<file path="config.mk">
export PLATFORM = sky130hd
export DESIGN_NAME = weight_fifo_bank_flat
export DESIGN_NICKNAME = d
export VERILOG_FILES = /design/src/rtl/weight_fifo_bank_pkg.sv /design/src/rtl/weight_fifo_bank_if.sv /design/src/rtl/weight_fifo_column.sv /design/src/rtl/weight_fifo_bank.sv /design/src/flat_wrapper.sv
export SDC_FILE = /design/constraint.sdc
export NUM_CORES = 2
export LEC_CHECK = 0
export BUFFER_PORTS_ARGS = -buffer_cell sky130_fd_sc_hd__buf_2
export CAP_MARGIN = 30
export CORE_ASPECT_RATIO = 0.6
export CORE_MARGIN = 2
export CORE_UTILIZATION = 35
export CTS_CLUSTER_DIAMETER = 30
export DETAILED_ROUTE_END_ITERATION = 6
export GPL_ROUTABILITY_DRIVEN = 1
export PLACE_DENSITY = 0.55
export SLEW_MARGIN = 10
export SYNTH_ARGS = -nofsm -noshare
export SYNTH_HDL_FRONTEND = slang
export SYNTH_SLANG_ARGS = --single-unit
</file>
<file path="constraint.sdc">
create_clock -name clk -period 8.7 [get_ports clk]
set_clock_uncertainty 0.1 [all_clocks]
set_input_delay 0.435 -clock clk [delete_from_list [all_inputs] [get_ports clk]]
set_output_delay 0.435 -clock clk [all_outputs]
set_load 0.005 [all_outputs]
</file>
<file path="src/rtl/weight_fifo_bank_pkg.sv">
// Shared constants and types for the weight FIFO bank and its load controller.
package weight_fifo_bank_pkg;

    localparam int unsigned DEFAULT_DATA_WIDTH = 8;
    localparam int unsigned DEFAULT_FIFO_WIDTH = 16;
    localparam int unsigned COUNT_WIDTH        = $clog2(DEFAULT_FIFO_WIDTH) + 1;

    typedef enum logic {
        ModeBypass,
        ModeStagger
    } load_mode_e;

    // Occupancy counter width for a given depth; must be able to hold the value depth itself.
    function automatic int unsigned count_width(int unsigned depth);
        return $clog2(depth) + 1;
    endfunction

endpackage

</file>
<file path="src/rtl/weight_fifo_bank_if.sv">
// Load-side and array-side signals of the weight FIFO bank.
interface weight_fifo_bank_if
    import weight_fifo_bank_pkg::*;
#(
    parameter int unsigned DATA_WIDTH = DEFAULT_DATA_WIDTH,
    parameter int unsigned FIFO_WIDTH = DEFAULT_FIFO_WIDTH
);

    logic [FIFO_WIDTH-1:0]            fifo_en;
    logic                             stagger_load;
    logic                             clear;
    logic [FIFO_WIDTH*DATA_WIDTH-1:0] weight_in;
    logic [FIFO_WIDTH*DATA_WIDTH-1:0] weight_out;
    logic [FIFO_WIDTH-1:0]            col_full;
    logic                             all_full;
    logic                             busy;

    modport master (
        output fifo_en, stagger_load, clear, weight_in,
        input  weight_out, col_full, all_full, busy
    );

    modport slave (
        input  fifo_en, stagger_load, clear, weight_in,
        output weight_out, col_full, all_full, busy
    );

endinterface

</file>
<file path="src/rtl/weight_fifo_column.sv">
// One column's shift-register FIFO with a saturating occupancy count.
module weight_fifo_column
    import weight_fifo_bank_pkg::*;
#(
    parameter int unsigned DATA_WIDTH = DEFAULT_DATA_WIDTH,
    parameter int unsigned DEPTH      = DEFAULT_FIFO_WIDTH
) (
    input  logic                  clk,
    input  logic                  reset,
    input  logic                  clear,
    input  logic                  shift,
    input  logic [DATA_WIDTH-1:0] din,
    output logic [DATA_WIDTH-1:0] dout,
    output logic                  full
);

    localparam int unsigned CW = count_width(DEPTH);
    localparam logic [CW-1:0] FULL_COUNT = CW'(DEPTH);

    logic [DATA_WIDTH-1:0] entry_q [DEPTH];
    logic [CW-1:0]         count_q;
    logic [CW-1:0]         count_d;

    always_ff @(posedge clk) begin
        if (reset) begin
            for (int k = 0; k < DEPTH; k++) begin
                entry_q[k] <= '0;
            end
        end else if (shift) begin
            entry_q[0] <= din;
            for (int k = 1; k < DEPTH; k++) begin
                entry_q[k] <= entry_q[k-1];
            end
        end
    end

    // Shifting while full drops the oldest word and leaves the count pinned at DEPTH.
    always_comb begin
        count_d = count_q;
        if (clear) begin
            count_d = shift ? CW'(1) : '0;
        end else if (shift && (count_q != FULL_COUNT)) begin
            count_d = count_q + CW'(1);
        end
    end

    always_ff @(posedge clk) begin
        if (reset) begin
            count_q <= '0;
        end else begin
            count_q <= count_d;
        end
    end

    assign dout = entry_q[DEPTH-1];
    assign full = (count_q == FULL_COUNT);

endmodule

</file>
<file path="src/rtl/weight_fifo_bank.sv">
// Bank of per-column weight FIFOs with an optional triangular skew network on the load side.
module weight_fifo_bank
    import weight_fifo_bank_pkg::*;
#(
    parameter int unsigned DATA_WIDTH = DEFAULT_DATA_WIDTH,
    parameter int unsigned FIFO_WIDTH = DEFAULT_FIFO_WIDTH
) (
    input logic               clk,
    input logic               reset,
    weight_fifo_bank_if.slave bus
);

    logic                  prev_active_q;
    logic                  burst_start;
    load_mode_e            mode_q;
    load_mode_e            mode_d;
    logic                  stagger_sel;
    logic [FIFO_WIDTH-1:0] en_eff;
    logic [DATA_WIDTH-1:0] data_eff [FIFO_WIDTH];
    logic [FIFO_WIDTH-1:0] skew_any;
    logic [FIFO_WIDTH-1:0] col_full;

    assign burst_start = (|bus.fifo_en) && !prev_active_q;

    always_comb begin
        mode_d = mode_q;
        if (burst_start) begin
            mode_d = bus.stagger_load ? ModeStagger : ModeBypass;
        end
    end

    // Using mode_d routes the very first word of a burst by the fresh request.
    assign stagger_sel = (mode_d == ModeStagger);

    always_ff @(posedge clk) begin
        if (reset) begin
            mode_q        <= ModeBypass;
            prev_active_q <= 1'b0;
        end else begin
            mode_q        <= mode_d;
            prev_active_q <= |bus.fifo_en;
        end
    end

    for (genvar i = 0; i < FIFO_WIDTH; i++) begin : g_col
        logic [DATA_WIDTH-1:0] win;
        logic [DATA_WIDTH-1:0] dout;

        assign win = bus.weight_in[i*DATA_WIDTH +: DATA_WIDTH];

        if (i == 0) begin : g_direct
            assign en_eff[i]   = bus.fifo_en[i];
            assign data_eff[i] = win;
            assign skew_any[i] = 1'b0;
        end else begin : g_skew
            logic [i-1:0]          sen_q;
            logic [DATA_WIDTH-1:0] sdata_q [i];

            // Delay line runs in both modes; only the select decides whether it is used.
            always_ff @(posedge clk) begin
                if (reset) begin
                    sen_q <= '0;
                    for (int k = 0; k < i; k++) begin
                        sdata_q[k] <= '0;
                    end
                end else begin
                    sen_q[0]   <= bus.fifo_en[i];
                    sdata_q[0] <= win;
                    for (int k = 1; k < i; k++) begin
                        sen_q[k]   <= sen_q[k-1];
                        sdata_q[k] <= sdata_q[k-1];
                    end
                end
            end

            assign en_eff[i]   = stagger_sel ? sen_q[i-1]   : bus.fifo_en[i];
            assign data_eff[i] = stagger_sel ? sdata_q[i-1] : win;
            assign skew_any[i] = |sen_q;
        end

        weight_fifo_column #(
            .DATA_WIDTH (DATA_WIDTH),
            .DEPTH      (FIFO_WIDTH)
        ) u_column (
            .clk   (clk),
            .reset (reset),
            .clear (bus.clear),
            .shift (en_eff[i]),
            .din   (data_eff[i]),
            .dout  (dout),
            .full  (col_full[i])
        );

        assign bus.weight_out[i*DATA_WIDTH +: DATA_WIDTH] = dout;
    end

    assign bus.col_full = col_full;
    assign bus.all_full = &col_full;
    assign bus.busy     = (|bus.fifo_en) || (|skew_any);

endmodule

</file>
<file path="src/flat_wrapper.sv">
// flat-port wrapper written by rule: the top's interface ports become plain ports
module weight_fifo_bank_flat import weight_fifo_bank_pkg::*;
#(
    parameter int unsigned DATA_WIDTH = DEFAULT_DATA_WIDTH,
    parameter int unsigned FIFO_WIDTH = DEFAULT_FIFO_WIDTH
)
  (clk, reset, bus_fifo_en, bus_stagger_load, bus_clear, bus_weight_in, bus_weight_out, bus_col_full, bus_all_full, bus_busy);
  weight_fifo_bank_if #(.DATA_WIDTH(DATA_WIDTH), .FIFO_WIDTH(FIFO_WIDTH)) bus_i ();
  input logic clk;
  input logic reset;
  input wire logic [$bits(bus_i.fifo_en)-1:0] bus_fifo_en;
  input wire logic [$bits(bus_i.stagger_load)-1:0] bus_stagger_load;
  input wire logic [$bits(bus_i.clear)-1:0] bus_clear;
  input wire logic [$bits(bus_i.weight_in)-1:0] bus_weight_in;
  output wire logic [$bits(bus_i.weight_out)-1:0] bus_weight_out;
  output wire logic [$bits(bus_i.col_full)-1:0] bus_col_full;
  output wire logic [$bits(bus_i.all_full)-1:0] bus_all_full;
  output wire logic [$bits(bus_i.busy)-1:0] bus_busy;
  assign bus_i.fifo_en = bus_fifo_en;
  assign bus_i.stagger_load = bus_stagger_load;
  assign bus_i.clear = bus_clear;
  assign bus_i.weight_in = bus_weight_in;
  assign bus_weight_out = bus_i.weight_out;
  assign bus_col_full = bus_i.col_full;
  assign bus_all_full = bus_i.all_full;
  assign bus_busy = bus_i.busy;
  weight_fifo_bank #(.DATA_WIDTH(DATA_WIDTH), .FIFO_WIDTH(FIFO_WIDTH)) u_core (.clk(clk), .reset(reset), .bus(bus_i));
endmodule
</file>
==> flow_summary_export.csv <==
group,metric,value,unit
setup_path,timing.rr.end,"u_core.g_col[15].u_column.entry_q[0][23]",
sta,timing.final.hold_violations,0,
setup_path,regToRegSetupSlack,4.65,ns
yosys,synth_area_leaders,"edfxtp_1 (55%), dfxtp_1 (21%), nor2b_1 (10%)",
yosys,async_flop_share,0,%
yosys,synth-simple-area-share,19.3,%
drt,drtIter0Drc,3282,
yosys,synth_common_cells,"edfxtp_1 (2,048), nor2b_1 (1,864), dfxtp_1 (1,162), and2_1 (1,160), clkbuf_1 (386)",
drt,wl,185,mm
sta,tns,0,ns
grt,antenna_found_initial,24,
pwr,ir_drop,0.000180,V
yosys,ys_seq_area_share,76.0,%
die,die_x,733,um
placement,gp_congestion,0.745,
clock_network,numCtsBuffers,446,
yosys,synth_top_cell_area_share,55.1,%
yosys,synth_seq_cells,3210,
yosys,syn-cell-area,112000,sq um
sta,fmax,204,MHz
die,coreArea,317000,sq um
placement,io_buffer_count,293,
setup_path,worst_setup_path_end_kind,"register",
clock_network,tritoncts,"yes",
sta,setup_violations,0,
die,start_util,35.2,%
drt,drc,0,
clock_network,htreeDepth,5,
yosys,synth-main-ff-cell,"edfxtp_1",
clock_network,clkSinkCount,3210,
grt,first_global_vias,52900,
yosys,synthCells,7710,
drt,vias,54000,
clock_network,clockBufferDepth,4,
sta,worst_slew_pin_slew,1.12,ns
setup_path,startpoint,"bus_fifo_en[10]",
grt,grt_pass1_wl,293,mm
grt,grt_max_degree,249,
yosys,syn_avg_cell_area,14.5,sq um
die,fp.dieH,441,um
drt,wl_per_cell,14.5,um
run_status,outcome,"finished, final reports clean",
setup_path,cp.required,9.15,ns
sta,rsz0062_at_grt,"no",
drt,vias_per_cell,4.23,
yosys,synthMuxAreaShare,0.488,%
min_path,hp-class,"in2reg",
layout,syn_to_final_growth,20.2,%
setup_path,worstSetupEndpoint,"u_core.g_col[15].u_column.entry_q[0][23]",
sta,slew_viol_final,0,
setup_path,cp_max_fo,78,
layout,nNetsFinal,8345,
sta,max-slew-margin-rel,25.4,%
yosys,synth.largest_area_cell,"edfxtp_1",
drt,first_pass_iters,5,
flow_run,cap_violations,0,
yosys,yosysUniqueCellTypes,41,
setup_path,cp.arrival,5.35,ns
sta,layout_min_cycle_time,4.89,ns
setup_path,rr_worst_depth,7,
yosys,synth_top_family_by_area,"simple AND/OR/NAND/NOR gates",
placement,place_hpwl,104,mm
clock_network,postCtsSetupRepairBufs,0,
yosys,synth-xor-area-share,0.141,%
grt,grt_util_all_layers,11.2,%
sta,finalCritPeriodShare,56.3,%
yosys,synthAdderAreaFrac,0.359,%
die,rows,160,
setup_path,path_class,"in2reg",
die,dieArea,323000,sq um
yosys,synth_edf_count,2048,
setup_path,critPathLaunchType,"input pin",
yosys,synth.net_count,7890,
clock_network,clockRootBuffer,"clkbuf_16",
pwr,totalPowerFinal,0.0369,W
drt,postRouteAntennaNets,0,
yosys,yosysMostFrequentCell,"edfxtp_1",
pwr,power_density,275,nW/um^2
clock_network,clkTransAtPathRegs,0.06,ns
clock_network,clk_latency,0.94,ns
pwr,leakagePower,51.1,nW
die,io_pins,294,
layout,drive_gt1_share,14.1,%
yosys,synth_compound_area_share,1.33,%
setup_path,worstReg2RegStart,"u_core.prev_active_q",
yosys,yosysWarnings,0,
grt,grt_overflow,0,
-- repair_timing --
item                                   in CTS  in global routing
gates resized for setup                     0                  0
hold buffers                              154                  0
endpoints found under the hold margin     441                  0
-- placed cells by master (no fill, tap or decap), types with 30 or more instances in the layout --
cell	instances
nor2_1	42
a211o_1	30
nand2b_1	32
clkbuf_1	45
mux2i_1	35
bufinv_16	35
nand2_1	322
clkbuf_16	468
nor4_1	35
dlygate4sd3_1	154
edfxtp_1	2048
buf_4	59
a21oi_1	138
clkinv_4	34
ha_1	32
nor2b_1	1863
and2_1	1160
buf_2	294
inv_1	38
clkinv_2	50
inv_6	46
clkinvlp_4	35
dfxtp_1	1162
clkbuf_8	39
-- metal layers --
| metal | routed length, um | vias up | global-route usage (%) |
|---|---|---|---|
| met1 | 89000 | 25900 | 15.6 |
| li1 | - | 26800 | - |
| met3 | 8880 | 429 | 2.63 |
| met4 | 6170 | 0 | 4.37 |
| met5 | 0 | - | 0 |
| met2 | 81400 | 897 | 17.0 |
-- report_power, final --
group          switching, W  total (W)  leakage, nW  internal, W
Clock               0.00691     0.0182         7.51       0.0113
Sequential         0.000192     0.0174         31.6       0.0172
Combinational      0.000808    0.00128         12.0     0.000472
-- cells by family after synthesis --
family	count (synthesis)
and+or+nand+nor	3587
adders and majority gates	32
buffers and inverters	570
xor gates and xnor gates	18
muxes	52
AOI/OAI and AO/OA	241
DFF	3210
-- registers in the layout, summed over array words and instances, names as in the netlist --
| signal | flops |
|---|---|
| u_core.prev_active_q | 1 |
| u_core.g_col.g_skew.sdata_q | 960 |
| u_core.g_col.g_skew.sen_q | 120 |
| u_core.g_col.u_column.count_q | 80 |
| u_core.mode_q | 1 |
| u_core.g_col.u_column.entry_q | 2048 |
-- worst min path at each step --
stage,slack (ns),startpoint,depth (start not counted),to
after global placement,0.32,u_core.g_col[13].g_skew.sdata_q[0][69],1,u_core.g_col[13].g_skew.sdata_q[0][77]
after floorplan,0.31,u_core.g_col[10].g_skew.sdata_q[0][2],1,u_core.g_col[10].g_skew.sdata_q[0][10]
final,0.22,bus_weight_in[101],3,u_core.g_col[12].g_skew.sdata_q[0][5]
after detailed placement,0.32,u_core.g_col[11].g_skew.sdata_q[0][70],1,u_core.g_col[11].g_skew.sdata_q[0][78]
after CTS,0.12,bus_weight_in[99],3,u_core.g_col[12].g_skew.sdata_q[0][3]
after global routing,0.17,bus_weight_in[99],3,u_core.g_col[12].g_skew.sdata_q[0][3]
-- worst max-delay path, cell delays in order --
cell and delay [ns]:
dlygate4sd3_1 0.58, buf_2 0.19, nor4_2 0.76, a41o_1 0.27, buf_4 0.32, mux2_8 0.76
mux2i_1 0.74, nand2b_4 0.47, buf_16 0.34, buf_4 0.34
-- metrics by stage --
stage                     area (sq um)  worst slack (ns)  utilization [%]  hold WS [ns]  instances
after CTS                       134000              3.88             42.3         0.122      12800
after detailed placement        117000              3.53             36.9         0.320      11800
final                           134000              3.81             42.3         0.215      12800
after global placement          117000              3.29             36.8         0.316      11700
after global routing            134000              3.68             42.3         0.173      12800
after floorplan                 112000              3.26                -         0.314       7710
-- area by class of cell --
cell class                 instances  area [sq um]
tap                             4212          5270
multi-input combinational       3930         24300
sequential                      3210         84800
clock inverter                   277          3010
antenna                            3          7.51
fill                           28500        183000
inverter                          38           143
timing repair buffer             539          4190
clock buffer                     552         12400
Power figures use the tool's default switching activity.
